## src/rtl/flex_mac_pe_if.sv

```systemverilog
// Operand, forward and result handshake bundle for one systolic MAC processing element.
// master = environment / neighbouring cells, slave = the PE itself.
interface flex_mac_pe_if #(
  parameter int unsigned DATA_W = 16,
  parameter int unsigned ACC_W  = 32
);

  logic              row_in_valid;
  logic              row_in_ready;
  logic [DATA_W-1:0] row_in_dat;
  logic              col_in_valid;
  logic              col_in_ready;
  logic [DATA_W-1:0] col_in_dat;

  logic              row_out_valid;
  logic              row_out_ready;
  logic [DATA_W-1:0] row_out_dat;
  logic              col_out_valid;
  logic              col_out_ready;
  logic [DATA_W-1:0] col_out_dat;

  logic              res_valid;
  logic              res_ready;
  logic [ACC_W-1:0]  accum_sum;
  logic              comp_done;
  logic              error_bit;
  logic [1:0]        err_code;

  modport master (
    output row_in_valid, row_in_dat, col_in_valid, col_in_dat,
    output row_out_ready, col_out_ready, res_ready,
    input  row_in_ready, col_in_ready,
    input  row_out_valid, row_out_dat, col_out_valid, col_out_dat,
    input  res_valid, accum_sum, comp_done, error_bit, err_code
  );

  modport slave (
    input  row_in_valid, row_in_dat, col_in_valid, col_in_dat,
    input  row_out_ready, col_out_ready, res_ready,
    output row_in_ready, col_in_ready,
    output row_out_valid, row_out_dat, col_out_valid, col_out_dat,
    output res_valid, accum_sum, comp_done, error_bit, err_code
  );

endinterface

```

## src/rtl/flex_mac_pe.sv

```systemverilog
// Output-stationary systolic PE: joint row/col operand intake, 1-cycle east/south forwarding,
// MAC_LAT-deep signed multiply pipeline, K_DEPTH-product accumulation with overflow flag/saturation.
module flex_mac_pe #(
  parameter int unsigned DATA_W  = 16,
  parameter int unsigned ACC_W   = 32,
  parameter int unsigned MAC_LAT = 3,
  parameter int unsigned K_DEPTH = 4,
  parameter bit          SAT_EN  = 1'b1
) (
  input logic          clk,
  input logic          n_rst,
  flex_mac_pe_if.slave bus
);

  localparam int unsigned      PROD_W  = 2 * DATA_W;
  localparam int unsigned      CNT_W   = $clog2(K_DEPTH + 1);
  localparam logic [CNT_W-1:0] K_LAST  = CNT_W'(K_DEPTH);
  localparam logic [ACC_W-1:0] ACC_MAX = {1'b0, {(ACC_W-1){1'b1}}};
  localparam logic [ACC_W-1:0] ACC_MIN = {1'b1, {(ACC_W-1){1'b0}}};

  typedef enum logic [1:0] {
    ST_ACCUM = 2'd0,
    ST_DRAIN = 2'd1,
    ST_DONE  = 2'd2
  } state_t;

  state_t                   state_q;
  logic [CNT_W-1:0]         issued_q;
  logic [DATA_W-1:0]        row_fwd_q;
  logic [DATA_W-1:0]        col_fwd_q;
  logic                     row_vld_q;
  logic                     col_vld_q;
  logic [MAC_LAT-1:0]       pv_q;
  logic signed [PROD_W-1:0] prod_q [MAC_LAT];
  logic [ACC_W-1:0]         acc_q;
  logic [ACC_W-1:0]         acc_d;
  logic                     err_q;
  logic                     err_d;
  logic [1:0]               code_q;
  logic [1:0]               code_d;
  logic                     res_valid_q;
  logic                     comp_done_q;

  logic                     in_ready_c;
  logic                     fire_c;
  logic                     res_hs_c;
  logic [CNT_W-1:0]         issued_inc_c;
  logic signed [PROD_W-1:0] prod_c;
  logic [ACC_W-1:0]         ext_c;
  logic [ACC_W-1:0]         sum_c;
  logic                     ovf_pos_c;
  logic                     ovf_neg_c;

  // Intake readiness never looks at the *_in_valid inputs; gated by reset so it reads 0 while held.
  assign in_ready_c = n_rst && (state_q == ST_ACCUM) && (issued_q < K_LAST)
                   && (!row_vld_q || bus.row_out_ready)
                   && (!col_vld_q || bus.col_out_ready);
  assign fire_c       = bus.row_in_valid && bus.col_in_valid && in_ready_c;
  assign res_hs_c     = (state_q == ST_DONE) && bus.res_ready;
  assign issued_inc_c = issued_q + CNT_W'(1);
  assign prod_c       = PROD_W'($signed(bus.row_in_dat)) * PROD_W'($signed(bus.col_in_dat));

  // East/south forwarding registers; data only changes on a fire so it is stable under stall.
  always_ff @(posedge clk or negedge n_rst) begin
    if (!n_rst) begin
      row_fwd_q <= '0;
      col_fwd_q <= '0;
      row_vld_q <= 1'b0;
      col_vld_q <= 1'b0;
    end else if (fire_c) begin
      row_fwd_q <= bus.row_in_dat;
      col_fwd_q <= bus.col_in_dat;
      row_vld_q <= 1'b1;
      col_vld_q <= 1'b1;
    end else begin
      if (bus.row_out_ready) row_vld_q <= 1'b0;
      if (bus.col_out_ready) col_vld_q <= 1'b0;
    end
  end

  // Multiply pipeline: stage 0 captures the product at the fire edge.
  always_ff @(posedge clk or negedge n_rst) begin
    if (!n_rst) begin
      pv_q <= '0;
      for (int i = 0; i < int'(MAC_LAT); i++) prod_q[i] <= '0;
    end else begin
      pv_q[0] <= fire_c;
      if (fire_c) prod_q[0] <= prod_c;
      for (int i = 1; i < int'(MAC_LAT); i++) begin
        pv_q[i] <= pv_q[i-1];
        if (pv_q[i-1]) prod_q[i] <= prod_q[i-1];
      end
    end
  end

  assign ext_c     = ACC_W'(prod_q[MAC_LAT-1]);
  assign sum_c     = acc_q + ext_c;
  assign ovf_pos_c = !acc_q[ACC_W-1] && !ext_c[ACC_W-1] &&  sum_c[ACC_W-1];
  assign ovf_neg_c =  acc_q[ACC_W-1] &&  ext_c[ACC_W-1] && !sum_c[ACC_W-1];

  // Accumulate the pipeline tail; the first overflow of a result decides err_code.
  always_comb begin
    acc_d  = acc_q;
    err_d  = err_q;
    code_d = code_q;
    if (pv_q[MAC_LAT-1]) begin
      if (SAT_EN && ovf_pos_c) begin
        acc_d = ACC_MAX;
      end else if (SAT_EN && ovf_neg_c) begin
        acc_d = ACC_MIN;
      end else begin
        acc_d = sum_c;
      end
      if (!err_q && (ovf_pos_c || ovf_neg_c)) begin
        err_d  = 1'b1;
        code_d = ovf_pos_c ? 2'b01 : 2'b10;
      end
    end
    if (res_hs_c) begin
      acc_d  = '0;
      err_d  = 1'b0;
      code_d = 2'b00;
    end
  end

  always_ff @(posedge clk or negedge n_rst) begin
    if (!n_rst) begin
      acc_q  <= '0;
      err_q  <= 1'b0;
      code_q <= 2'b00;
    end else begin
      acc_q  <= acc_d;
      err_q  <= err_d;
      code_q <= code_d;
    end
  end

  // Tile sequencing: ACCUM -> DRAIN once K pairs are issued, DONE once the pipeline is empty.
  always_ff @(posedge clk or negedge n_rst) begin
    if (!n_rst) begin
      state_q     <= ST_ACCUM;
      issued_q    <= '0;
      res_valid_q <= 1'b0;
      comp_done_q <= 1'b0;
    end else begin
      comp_done_q <= 1'b0;
      case (state_q)
        ST_ACCUM: begin
          if (fire_c) begin
            issued_q <= issued_inc_c;
            if (issued_inc_c == K_LAST) state_q <= ST_DRAIN;
          end
        end
        ST_DRAIN: begin
          if (pv_q == '0) begin
            state_q     <= ST_DONE;
            res_valid_q <= 1'b1;
            comp_done_q <= 1'b1;
          end
        end
        ST_DONE: begin
          if (bus.res_ready) begin
            state_q     <= ST_ACCUM;
            issued_q    <= '0;
            res_valid_q <= 1'b0;
          end
        end
        default: begin
          state_q     <= ST_ACCUM;
          issued_q    <= '0;
          res_valid_q <= 1'b0;
        end
      endcase
    end
  end

  assign bus.row_in_ready  = in_ready_c;
  assign bus.col_in_ready  = in_ready_c;
  assign bus.row_out_valid = row_vld_q;
  assign bus.row_out_dat   = row_fwd_q;
  assign bus.col_out_valid = col_vld_q;
  assign bus.col_out_dat   = col_fwd_q;
  assign bus.res_valid     = res_valid_q;
  assign bus.accum_sum     = acc_q;
  assign bus.comp_done     = comp_done_q;
  assign bus.error_bit     = err_q;
  assign bus.err_code      = code_q;

endmodule
```

## src/flat_wrapper.sv

```systemverilog
// flat-port wrapper written by rule: the top's interface ports become plain ports
module flex_mac_pe_flat 
#(
  parameter int unsigned DATA_W  = 16,
  parameter int unsigned ACC_W   = 32,
  parameter int unsigned MAC_LAT = 3,
  parameter int unsigned K_DEPTH = 4,
  parameter bit          SAT_EN  = 1'b1
)
  (clk, n_rst, bus_row_in_valid, bus_row_in_dat, bus_col_in_valid, bus_col_in_dat, bus_row_out_ready, bus_col_out_ready, bus_res_ready, bus_row_in_ready, bus_col_in_ready, bus_row_out_valid, bus_row_out_dat, bus_col_out_valid, bus_col_out_dat, bus_res_valid, bus_accum_sum, bus_comp_done, bus_error_bit, bus_err_code);
  flex_mac_pe_if #(.DATA_W(DATA_W), .ACC_W(ACC_W)) bus_i ();
  input logic clk;
  input logic n_rst;
  input wire logic [$bits(bus_i.row_in_valid)-1:0] bus_row_in_valid;
  input wire logic [$bits(bus_i.row_in_dat)-1:0] bus_row_in_dat;
  input wire logic [$bits(bus_i.col_in_valid)-1:0] bus_col_in_valid;
  input wire logic [$bits(bus_i.col_in_dat)-1:0] bus_col_in_dat;
  input wire logic [$bits(bus_i.row_out_ready)-1:0] bus_row_out_ready;
  input wire logic [$bits(bus_i.col_out_ready)-1:0] bus_col_out_ready;
  input wire logic [$bits(bus_i.res_ready)-1:0] bus_res_ready;
  output wire logic [$bits(bus_i.row_in_ready)-1:0] bus_row_in_ready;
  output wire logic [$bits(bus_i.col_in_ready)-1:0] bus_col_in_ready;
  output wire logic [$bits(bus_i.row_out_valid)-1:0] bus_row_out_valid;
  output wire logic [$bits(bus_i.row_out_dat)-1:0] bus_row_out_dat;
  output wire logic [$bits(bus_i.col_out_valid)-1:0] bus_col_out_valid;
  output wire logic [$bits(bus_i.col_out_dat)-1:0] bus_col_out_dat;
  output wire logic [$bits(bus_i.res_valid)-1:0] bus_res_valid;
  output wire logic [$bits(bus_i.accum_sum)-1:0] bus_accum_sum;
  output wire logic [$bits(bus_i.comp_done)-1:0] bus_comp_done;
  output wire logic [$bits(bus_i.error_bit)-1:0] bus_error_bit;
  output wire logic [$bits(bus_i.err_code)-1:0] bus_err_code;
  assign bus_i.row_in_valid = bus_row_in_valid;
  assign bus_i.row_in_dat = bus_row_in_dat;
  assign bus_i.col_in_valid = bus_col_in_valid;
  assign bus_i.col_in_dat = bus_col_in_dat;
  assign bus_i.row_out_ready = bus_row_out_ready;
  assign bus_i.col_out_ready = bus_col_out_ready;
  assign bus_i.res_ready = bus_res_ready;
  assign bus_row_in_ready = bus_i.row_in_ready;
  assign bus_col_in_ready = bus_i.col_in_ready;
  assign bus_row_out_valid = bus_i.row_out_valid;
  assign bus_row_out_dat = bus_i.row_out_dat;
  assign bus_col_out_valid = bus_i.col_out_valid;
  assign bus_col_out_dat = bus_i.col_out_dat;
  assign bus_res_valid = bus_i.res_valid;
  assign bus_accum_sum = bus_i.accum_sum;
  assign bus_comp_done = bus_i.comp_done;
  assign bus_error_bit = bus_i.error_bit;
  assign bus_err_code = bus_i.err_code;
  flex_mac_pe #(.DATA_W(DATA_W), .ACC_W(ACC_W), .MAC_LAT(MAC_LAT), .K_DEPTH(K_DEPTH), .SAT_EN(SAT_EN)) u_core (.clk(clk), .n_rst(n_rst), .bus(bus_i));
endmodule
```

## config.mk

```make
export PLATFORM = sky130hd
export DESIGN_NAME = flex_mac_pe_flat
export DESIGN_NICKNAME = d
export VERILOG_FILES = /design/src/rtl/flex_mac_pe_if.sv /design/src/rtl/flex_mac_pe.sv /design/src/flat_wrapper.sv
export SDC_FILE = /design/constraint.sdc
export NUM_CORES = 1
export LEC_CHECK = 0
export ABC_CLOCK_PERIOD_IN_PS = 7500
export CAP_MARGIN = 0
export CORE_ASPECT_RATIO = 1.25
export CORE_MARGIN = 3
export CORE_UTILIZATION = 45
export CTS_CLUSTER_DIAMETER = 120
export DETAILED_ROUTE_END_ITERATION = 10
export HOLD_SLACK_MARGIN = 0.05
export PLACE_DENSITY = 0.71
export REMOVE_ABC_BUFFERS = 1
export SYNTH_ARGS = -nofsm -noshare
export SYNTH_HDL_FRONTEND = slang
export SYNTH_SLANG_ARGS = --single-unit
```

## constraint.sdc

```tcl
create_clock -name clk -period 7.5 [get_ports clk]
set_input_delay 1.125 -clock clk [delete_from_list [all_inputs] [get_ports clk]]
set_output_delay 1.125 -clock clk [all_outputs]
set_load 0.005 [all_outputs]
```

==> results of run 1 <==
kinds of logic after synthesis:
| logic type | Yosys count | share of synthesized area |
|---|---|---|
| compound gates | 236 | 0.0911 |
| xor+xnor | 61 | 0.0300 |
| fa+ha+maj | 380 | 0.378 |
| buf+inv | 371 | 0.0810 |
| flops | 175 | 0.246 |
| mux | 63 | 0.0398 |
| simple gates | 514 | 0.134 |
worst max-delay path by stage:
stage | to | depth (start not counted) | start
3_3_place_gp | u_core.prod_q[95] | 21 | bus_row_in_dat[7]
2_1_floorplan | u_core.prod_q[95] | 19 | bus_col_in_dat[1]
3_5_place_dp | u_core.prod_q[95] | 22 | bus_row_in_dat[7]
5_1_grt | u_core.prod_q[95] | 22 | bus_col_in_dat[5]
6_report | u_core.prod_q[95] | 22 | bus_row_in_dat[7]
4_1_cts | u_core.prod_q[95] | 21 | bus_row_in_dat[7]
worst max-delay path, stage by stage:
cell and delay, ns:
clkdlybuf4s50_1 0.67, buf_4 0.27, nand2_1 0.09, fa_1 0.45, fa_1 0.48, inv_1 0.05
fa_1 0.51, inv_1 0.06, fa_1 0.54, fa_1 0.43, fa_1 0.49, inv_1 0.04
ha_1 0.31, nand2_1 0.09, nor2_1 0.05, o41ai_1 0.34, o31ai_1 0.22, a2111oi_0 0.48
nor3_1 0.15, a21o_1 0.24, or3_1 0.35, nand3_1 0.07
layout make-up:
| cell class | count | area, µm² | share of cell area |
|---|---|---|---|
| clock buffers | 18 | 439 | 0.0213 |
| clock inverters | 14 | 170 | 0.00827 |
| inverters | 297 | 1110 | 0.0542 |
| multi-input cells | 1254 | 12000 | 0.583 |
| flip-flops and latches | 175 | 4380 | 0.213 |
| well taps | 492 | 616 | 0.0299 |
| repair buffers | 195 | 1860 | 0.0902 |
metrics by stage:
| step | TNS [ns] | std cells | hold slack, ns |
|---|---|---|---|
| global route | 0 | 2445 | 0.499 |
| floorplan | 0 | 1726 | 0.433 |
| global placement | 0 | 2413 | 0.460 |
| detailed placement | -0.0808 | 2413 | 0.462 |
| CTS | 0 | 2445 | 0.480 |
| finish | 0 | 2445 | 0.472 |
state kept, by name, summed over array words and instances, names as in the netlist, 2 cells and up:
name and cells:
u_core.bus.err_code 2, u_core.prod_q 64, u_core.bus.col_out_dat 16, u_core.ext_c 32, u_core.state_q 2, u_core.issued_q 3, u_core.bus.row_out_dat 16, u_core.pv_q 3
u_core.bus.accum_sum 32
cell usage in the layout, fill, tap and decap left out, types with 3 or more instances in the layout:
cell             count
nor3_1               9
dfrtp_1            175
nand2b_1            12
a21o_1              21
fa_1               263
a221o_1             29
xnor2_1             42
and2_1             115
or2_2                4
clkdlybuf4s50_1    110
nor2b_1              4
inv_8                4
and3_1               5
nand4_1              4
o21a_1              10
nand3_1             20
a211oi_1             8
a31oi_1              3
mux2_2              63
inv_6                4
inv_1              296
a21oi_1             56
xor2_1              19
o21bai_1             8
buf_12               9
buf_4               75
a211oi_2             3
ha_1               117
o31ai_1              5
nor2_1              33
o21ai_0             59
nand2_1            292
o211ai_1             4
clkbuf_16           17
per-layer routing:
metal	global-route usage	up-vias	share of wire
met5	0	-	0
met4	0.0624	0	0.024
met3	0.0287	69	0.040
met2	0.359	326	0.51
met1	0.261	6554	0.42
li1	-	5969	-
==> impl_results.md, run 1 <==
- Outcome: finished, final reports clean
- Synth area leader: fa_1
- Unrepaired setup endpoints after global routing: false
- Detail Placement HPWL: roughly 34 mm
- CTS tree: built
- Seq/Total Area, Yosys: 0.246
- CTS Hold Bufs: 0
- Post_cts resized: 0
- Synthesized area per cell: 9.89 µm²
- Initial Utilization: 0.461
- Routed Antenna Nets: 0
- H-tree lvl count: 4
- Worst EP arrival: 7.50 ns
- Ratio of cells with drive above 1 in the final layout: 0.101
- Synth Instances: 1800
- Total congestion overflow: 0
- Routed WL: 40.4 mm
- Worst EP required: a little under 8 ns
- # DRC: 0
- Crit path max fanout: 12
- Postcts setup bufs: 0
- Top FF cell, synth: dfrtp_1
- # diodes: 0
- Area contributors post-synth: fa_1 30%, dfrtp_1 25%, ha_1 8.2%, inv_1 6.2%, nand2_1 6.2%
- EDFF count, synth: 0
- Final setup viols: 0
- Max Clock Skew: 0.00998 ns
- Largest net degree at the start of global routing: just under 100
- DP Worst Slack: -0.0742 ns
- Nets@finish: roughly 2400
- DR pass1 iterations: 5
- CP startpoint kind: input port
- Drt wl/cell: 16.5 µm
- Via/cell ratio: about 5.3
- Port Buffers: roughly 110
- Hold Vio Cnt, Final: 0
- Setup CP Type: in2reg
- Most common cell in the netlist: inv_1
- Share of the cycle needed by the critical path after routing: 0.951
- Row count: 80
- R2r setup slk: between 4 and 5 ns
- Hold Startpoint: u_core.prod_q[94]
- Worst-Margin Slew: 1.15 ns
- IO Count: 112
- Clock edge transition at the registers on the reported setup and hold paths: 0.07 ns
- Via count: 12900
- Post-Syn Area: around 0.018 mm²
- GP Congestion: approximately 0.89
- Area grow syn2layout: 15.5%
- Hold Path Stages: 2
- Floorplan core area: about 0.039 mm²
- Fin crit period: between 7 and 8 ns
- GRT Total Usage: 0.204
- Skew-Pair Late Insertion Delay: approximately 0.44 ns
- Initial antenna violation count: 0
- Synth top cells by count: 296 x inv_1, 292 x nand2_1, 263 x fa_1
- Yosys warning total: 0
- Final Instance Area: 0.0206 mm²
- Vias in the first global route: between 10000 and 15000
- Max cap viols: 0
- Max transition margin: 0.229
- Clk buf depth: 2
- Clock root buffer: clkbuf_16
- Crit end category: register
- Slew Viols, Final: 0
- Hold EP: u_core.prod_q[94]
- Fmax: between 100 and 150 MHz
- Hold WC Path Type: reg2reg
- Post-synth cell types: 66
- Reg-to-Reg End: u_core.bus.accum_sum[30]
- Number of fill cells: 3403
- Asr flop ratio synth: 1.00
- Placed Area: approximately 0.020 mm²
- Die H: about 230 µm
- First-pass GRT wire length: approximately 70 mm
- Layout Utilization: 0.532
- Slack of the critical path: roughly 0.37 ns
- Count of state elements after synthesis: 175
- R2r worst-path depth: 12
- Worst R2R Start: u_core.bus.accum_sum[0]
- DIE AREA: approximately 0.042 mm²
- Synth top area share: 0.296
- Die width: 184 µm
- CTS Sinks: around 180
- Initial DRC Count: a little under 800
- Inserted Clock Buffers: 17
Power of run 1 is not shown: default switching activity piles up to over one toggle a cycle in this logic, so the estimate is an artifact.
==> run 2: changes to the inputs <==
Settings changed: CELL_PAD_IN_SITES_DETAIL_PLACEMENT set to 0, CELL_PAD_IN_SITES_GLOBAL_PLACEMENT set to 1, CORE_UTILIZATION 45 to 30, PLACE_DENSITY 0.71 to 0.63, SETUP_SLACK_MARGIN set to 0.5.
==> impl_results.md, run 2 (same netlist as run 1, synthesis figures left out) <==
- Nets@finish: 2410 (was 2359)
- Ratio of cells with drive above 1 in the final layout: 0.140 (was 0.101)
- Number of fill cells: 5851 (was 3403)
- Routed Antenna Nets: 0 (unchanged)
- Fmax: 147 MHz (was 140 MHz)
- GP Congestion: 0.844 (was 0.887)
- Worst EP arrival: 7.17 ns (was 7.50 ns)
- CP cell instances: clkdlybuf4s50_1, buf_12, nand2_1, inv_1, buf_4, fa_1, inv_1, fa_1, fa_1, inv_1, fa_1, fa_1, inv_1, fa_1, inv_1, ha_2, o41ai_4, o31ai_4, a2111oi_2, buf_4, nor3_2, a21o_1, or3_1, nand3_1 (was clkdlybuf4s50_1, buf_4, nand2_1, fa_1, fa_1, inv_1, fa_1, inv_1, fa_1, fa_1, fa_1, inv_1, ha_1, nand2_1, nor2_1, o41ai_1, o31ai_1, a2111oi_0, nor3_1, a21o_1, or3_1, nand3_1)
- Crit path max fanout: 8 (was 12)
- Max Clock Skew: 0.0199 ns (was 0.00998 ns)
- Vias in the first global route: 13800 (was 14200)
- R2r setup slk: 3.51 ns (was 4.02 ns)
- Total congestion overflow: 0 (unchanged)
- Setup CP Type: in2reg (unchanged)
- # DRC: 0 (unchanged)
- Inserted Clock Buffers: 17 (unchanged)
- Via count: 12700 (was 12900)
- Max cap viols: 0 (unchanged)
- Largest register FFs: 64 (unchanged)
- Fin crit period: 6.80 ns (was 7.13 ns)
- Drt wl/cell: 15.9 µm (was 16.5 µm)
- Most frequent cells in the layout: 296 x inv_1, 290 x nand2_1, 252 x fa_1 (was 296 x inv_1, 292 x nand2_1, 263 x fa_1)
- Outcome: finished, final reports clean (unchanged)
- Largest net degree at the start of global routing: 72 (was 97)
- IO Count: 112 (unchanged)
- Worst-Margin Slew: 1.25 ns (was 1.15 ns)
- Skew-Pair Late Insertion Delay: 0.45 ns (was 0.44 ns)
- Area grow syn2layout: 21.2% (was 15.5%)
- Via/cell ratio: 4.59 (was 5.28)
- Initial antenna violation count: 1 (was 0)
- Crit-path max cell delay: 0.52 ns (was 0.67 ns)
- Crit end category: register (unchanged)
- Largest register by flop count: u_core.prod_q (unchanged)
- Hold WC Path Type: reg2reg (unchanged)
- Port Buffers: 111 (unchanged)
- First-pass GRT wire length: 72.9 mm (was 70.0 mm)
- Die H: 278 µm (was 228 µm)
- Share of the cycle needed by the critical path after routing: 0.907 (was 0.951)
- GRT Total Usage: 0.145 (was 0.204)
- Floorplan core area: 0.0586 mm² (was 0.0386 mm²)
- Routed WL: 43.8 mm (was 40.4 mm)
- Hold Vio Cnt, Final: 0 (unchanged)
- Max transition margin: 0.167 (was 0.229)
- CTS tree: built (unchanged)
- DR pass1 iterations: 5 (unchanged)
- DP Worst Slack: -0.109 ns (was -0.0742 ns)
- CTS Sinks: 175 (unchanged)
- Initial DRC Count: 495 (was 792)
- Detail Placement HPWL: 36.9 mm (was 33.5 mm)
- Die width: 224 µm (was 184 µm)
- CTS Hold Bufs: 0 (unchanged)
- Worst EP required: 7.87 ns (about the same)
- Initial Utilization: 0.304 (was 0.461)
- H-tree lvl count: 4 (unchanged)
- Commonest non-fill, non-tap cell in the layout: inv_1 (unchanged)
- Slack of the critical path: 0.698 ns (was 0.368 ns)
- CP startpoint kind: input port (unchanged)
- DIE AREA: 0.0623 mm² (was 0.0420 mm²)
- Slew Viols, Final: 0 (unchanged)
- Final setup viols: 0 (unchanged)
- Unrepaired setup endpoints after global routing: false (unchanged)
- Crit path top cell by count: fa_1 (unchanged)
- Clock root buffer: clkbuf_16 (unchanged)
- Row count: 99 (was 80)
- Clock edge transition at the registers on the reported setup and hold paths: 0.07 ns (about the same)
- Slowest cell on the critical path: fa_1 (was clkdlybuf4s50_1)
- Clk buf depth: 2 (unchanged)
## run 2: changes by cell type in the layout (fill, tap and decap cells not counted), moves of 6 or more
| cell | previous run | this run |
|---|---|---|
| buf_4 | 75 | 111 |
| fa_2 | 0 | 11 |
| dlymetal6s2s_1 | 0 | 6 |
| buf_12 | 9 | 15 |
| fa_1 | 263 | 252 |
| buf_6 | 1 | 9 |
| clkdlybuf4s50_1 | 110 | 100 |
## run 2: final cells by class
cell class	instances	area [µm²]	area share
Multi-Input combinational cell	1254	12200	0.564
Sequential cell	175	4380	0.203
Timing Repair Buffer	246	2360	0.109
Inverter	297	1110	0.0517
Tap cell	757	947	0.0439
Clock buffer	17	425	0.0197
Clock inverter	15	174	0.00806
Antenna cell	1	2.50	0.000116
## run 2: what timing repair did
action,4_1_cts,5_1_grt
endpoints found under the setup margin,4,10
setup buffers,0,7
endpoints found under the hold margin,0,0
pin swaps,0,29
resized for setup,8,53
## run 2: path summary, 6_finish.rpt
kind                                           from                  endpoint  cells after the start
min                               u_core.prod_q[64]         u_core.prod_q[64]                      2
max in group asynchronous                     n_rst          u_core.ext_c[15]                      3
max                              bus_row_in_dat[15]         u_core.prod_q[95]                     24
max reg2reg                u_core.bus.accum_sum[12]  u_core.bus.accum_sum[17]                     10
min in group asynchronous                     n_rst      u_core.bus.comp_done                      1
min reg2reg                       u_core.prod_q[64]         u_core.prod_q[64]                      2
## run 2: critical path: cells and delay by family
| family | cells | cell delay (ns) |
|---|---|---|
| AO/OA/AOI/OAI | 4 | 1.13 |
| buffers and inverters | 9 | 1.22 |
| adder cells (fa/ha/maj) | 7 | 3.16 |
| AND/OR/NAND/NOR | 4 | 0.54 |
## run 2: stage by stage
stage	utilization	area, µm²	std cells	hold WS (ns)	TNS, ns
after global placement	0.353	20700	2722	0.455	-0.111
after floorplan	-	17500	1726	0.433	0
after CTS	0.364	21300	2754	0.479	0
after global routing	0.368	21600	2762	0.494	0
after detailed placement	0.353	20700	2722	0.462	-0.257
final	0.368	21600	2762	0.471	0
## run 2: layer usage
layer / global-route usage / part of all wire
met1: 0.183 / 0.44
met2: 0.260 / 0.51
met3: 0.0154 / 0.021
met4: 0.0497 / 0.031
met5: 0 / 0
Power of run 2 is left out for the same reason.
==> run 3: changes to the inputs <==
Settings changed: CTS_BUF_LIST set to sky130_fd_sc_hd__clkbuf_4, GPL_TIMING_DRIVEN set to 1.
==> impl_results.md, run 3 (same netlist as run 1, synthesis figures left out) <==
- Hold WC Path Type: in2async (was reg2reg)
- Port Buffers: 111 (unchanged)
- Largest register FFs: 64 (unchanged)
- Number of fill cells: 5882 (was 5851)
- CP Buf/Inv Count: 8 (was 9)
- Crit-path max cell delay: 0.58 ns (was 0.52 ns)
- Die H: 278 µm (unchanged)
- Slowest cell on the critical path: fa_2 (was fa_1)
- Most frequent cells in the layout: 296 x inv_1, 292 x nand2_1, 260 x fa_1 (was 296 x inv_1, 290 x nand2_1, 252 x fa_1)
- Placed Area: 0.0207 mm² (unchanged)
- Crit path top cell by count: fa_1 (unchanged)
- Fin crit period: 6.77 ns (was 6.80 ns)
- Largest net degree at the start of global routing: 72 (unchanged)
- Outcome: finished, final reports clean (unchanged)
- Total congestion overflow: 0 (unchanged)
- Share of the cycle needed by the critical path after routing: 0.902 (was 0.907)
- Setup CP Type: in2reg (unchanged)
- Initial Utilization: 0.304 (unchanged)
- First-pass GRT wire length: 72.6 mm (was 72.9 mm)
- Ratio of cells with drive above 1 in the final layout: 0.125 (was 0.140)
- Final setup viols: 0 (unchanged)
- CTS Sinks: 175 (unchanged)
- Vias in the first global route: 13700 (was 13800)
- H-tree lvl count: 4 (unchanged)
- Commonest non-fill, non-tap cell in the layout: inv_1 (unchanged)
- Inserted Clock Buffers: 17 (unchanged)
- Hold Vio Cnt, Final: 0 (unchanged)
- Fmax: 148 MHz (was 147 MHz)
- Row count: 99 (unchanged)
- Max Clock Skew: 0.0513 ns (was 0.0199 ns)
- GRT Total Usage: 0.145 (about the same)
- CP startpoint kind: input port (unchanged)
- Area grow syn2layout: 18.2% (was 21.2%)
- Final Instance Area: 0.0210 mm² (was 0.0216 mm²)
- Worst EP required: 8.04 ns (was 7.87 ns)
- Max cap viols: 0 (unchanged)
- DR pass1 iterations: 5 (unchanged)
- Clock root buffer: clkbuf_4 (was clkbuf_16)
- Top delay family on crit path: adder cells (unchanged)
- Nets@finish: 2403 (was 2410)
- Crit path max fanout: 6 (was 8)
- Crit end category: register (unchanged)
- Via/cell ratio: 4.58 (was 4.59)
- GP Congestion: 0.844 (unchanged)
- Largest register by flop count: u_core.prod_q (unchanged)
- Clock edge transition at the registers on the reported setup and hold paths: 0.19 ns (was 0.07 ns)
- Routed Antenna Nets: 0 (unchanged)
- Multi-input gate area: 0.0120 mm² (was 0.0122 mm²)
- Detail Placement HPWL: 36.9 mm (unchanged)
- Clk buf depth: 2 (unchanged)
- Max transition margin: 0.150 (was 0.167)
- Drt wl/cell: 15.8 µm (was 15.9 µm)
- Skew-Pair Late Insertion Delay: 0.62 ns (was 0.45 ns)
- Worst-Margin Slew: 1.27 ns (was 1.25 ns)
- Via count: 12600 (was 12700)
- Routed WL: 43.5 mm (was 43.8 mm)
- Initial antenna violation count: 2 (was 1)
- Initial DRC Count: 494 (was 495)
- DIE AREA: 0.0623 mm² (unchanged)
- IO Count: 112 (unchanged)
- Die width: 224 µm (unchanged)
- Slew Viols, Final: 0 (unchanged)
- Floorplan core area: 0.0586 mm² (unchanged)
- Unrepaired setup endpoints after global routing: false (unchanged)
- Worst EP arrival: 7.31 ns (was 7.17 ns)
- # DRC: 0 (unchanged)
- CTS tree: built (unchanged)
- Reg area: 0.00438 mm² (unchanged)
## run 3: changes by cell type in the layout (fill, tap and decap cells not counted), moves of 5 or more
cell	change
fa_2	-8
buf_6	-9
clkbuf_16	-17
clkdlybuf4s50_1	+6
o21ai_1	-5
clkbuf_4	+17
fa_1	+8
o21ai_0	+5
## run 3: what timing repair did
action                     in CTS  in global routing
resized for setup               0                 11
setup buffers                   0                  0
setup endpoints to repair       0                  6
hold buffers                    0                  0
## run 3: final timing paths
| kind | from | to | slack [ns] | cells after the start |
|---|---|---|---|---|
| max reg2reg | u_core.bus.accum_sum[12] | u_core.bus.accum_sum[17] | 3.50 | 10 |
| min reg2reg | u_core.prod_q[64] | u_core.prod_q[64] | 0.49 | 2 |
| min in group clk | u_core.prod_q[64] | u_core.prod_q[64] | 0.49 | 2 |
| max in group asynchronous | n_rst | u_core.prod_q[40] | 5.11 | 3 |
| min | n_rst | u_core.bus.comp_done | 0.44 | 1 |
| max | bus_row_in_dat[13] | u_core.prod_q[95] | 0.73 | 25 |
## run 3: final cells by class
type | instances | area share
clock buffer | 17 | 0.00606
antenna | 2 | 0.000238
clock inverter | 15 | 0.00826
inverter | 297 | 0.0530
multi-input combinational | 1254 | 0.571
sequential | 175 | 0.208
tap | 757 | 0.0450
timing repair buffer | 239 | 0.108
## run 3: per-layer routing
layer	track usage	wire length, µm	vias up
met2	0.261	22300	132
met4	0.0443	1140	0
met1	0.182	19200	6382
met3	0.0166	839	43
met5	0	0	-
li1	-	-	6068
## run 3: per-stage QoR
| step | cells | util | TNS (ns) | hold slack [ns] | setup WS, ns |
|---|---|---|---|---|---|
| final | 2756 | 0.359 | 0 | 0.445 | 0.731 |
| after CTS | 2754 | 0.359 | 0 | 0.407 | 0.594 |
| after global placement | 2722 | 0.353 | -0.111 | 0.455 | -0.0853 |
| after global routing | 2756 | 0.359 | 0 | 0.415 | 0.465 |
| after detailed placement | 2722 | 0.353 | -0.257 | 0.462 | -0.109 |
| after floorplan | 1726 | - | 0 | 0.433 | 0.856 |
## run 3: worst register-to-register path, delay by kind of cell (launching register included)
family,cells,cell delay (ns)
adder cells (fa/ha/maj),1,0.38
flip-flops,1,0.45
AND/OR/NAND/NOR,2,1.42
AO/OA/AOI/OAI,7,1.72
Power of run 3 is left out for the same reason.
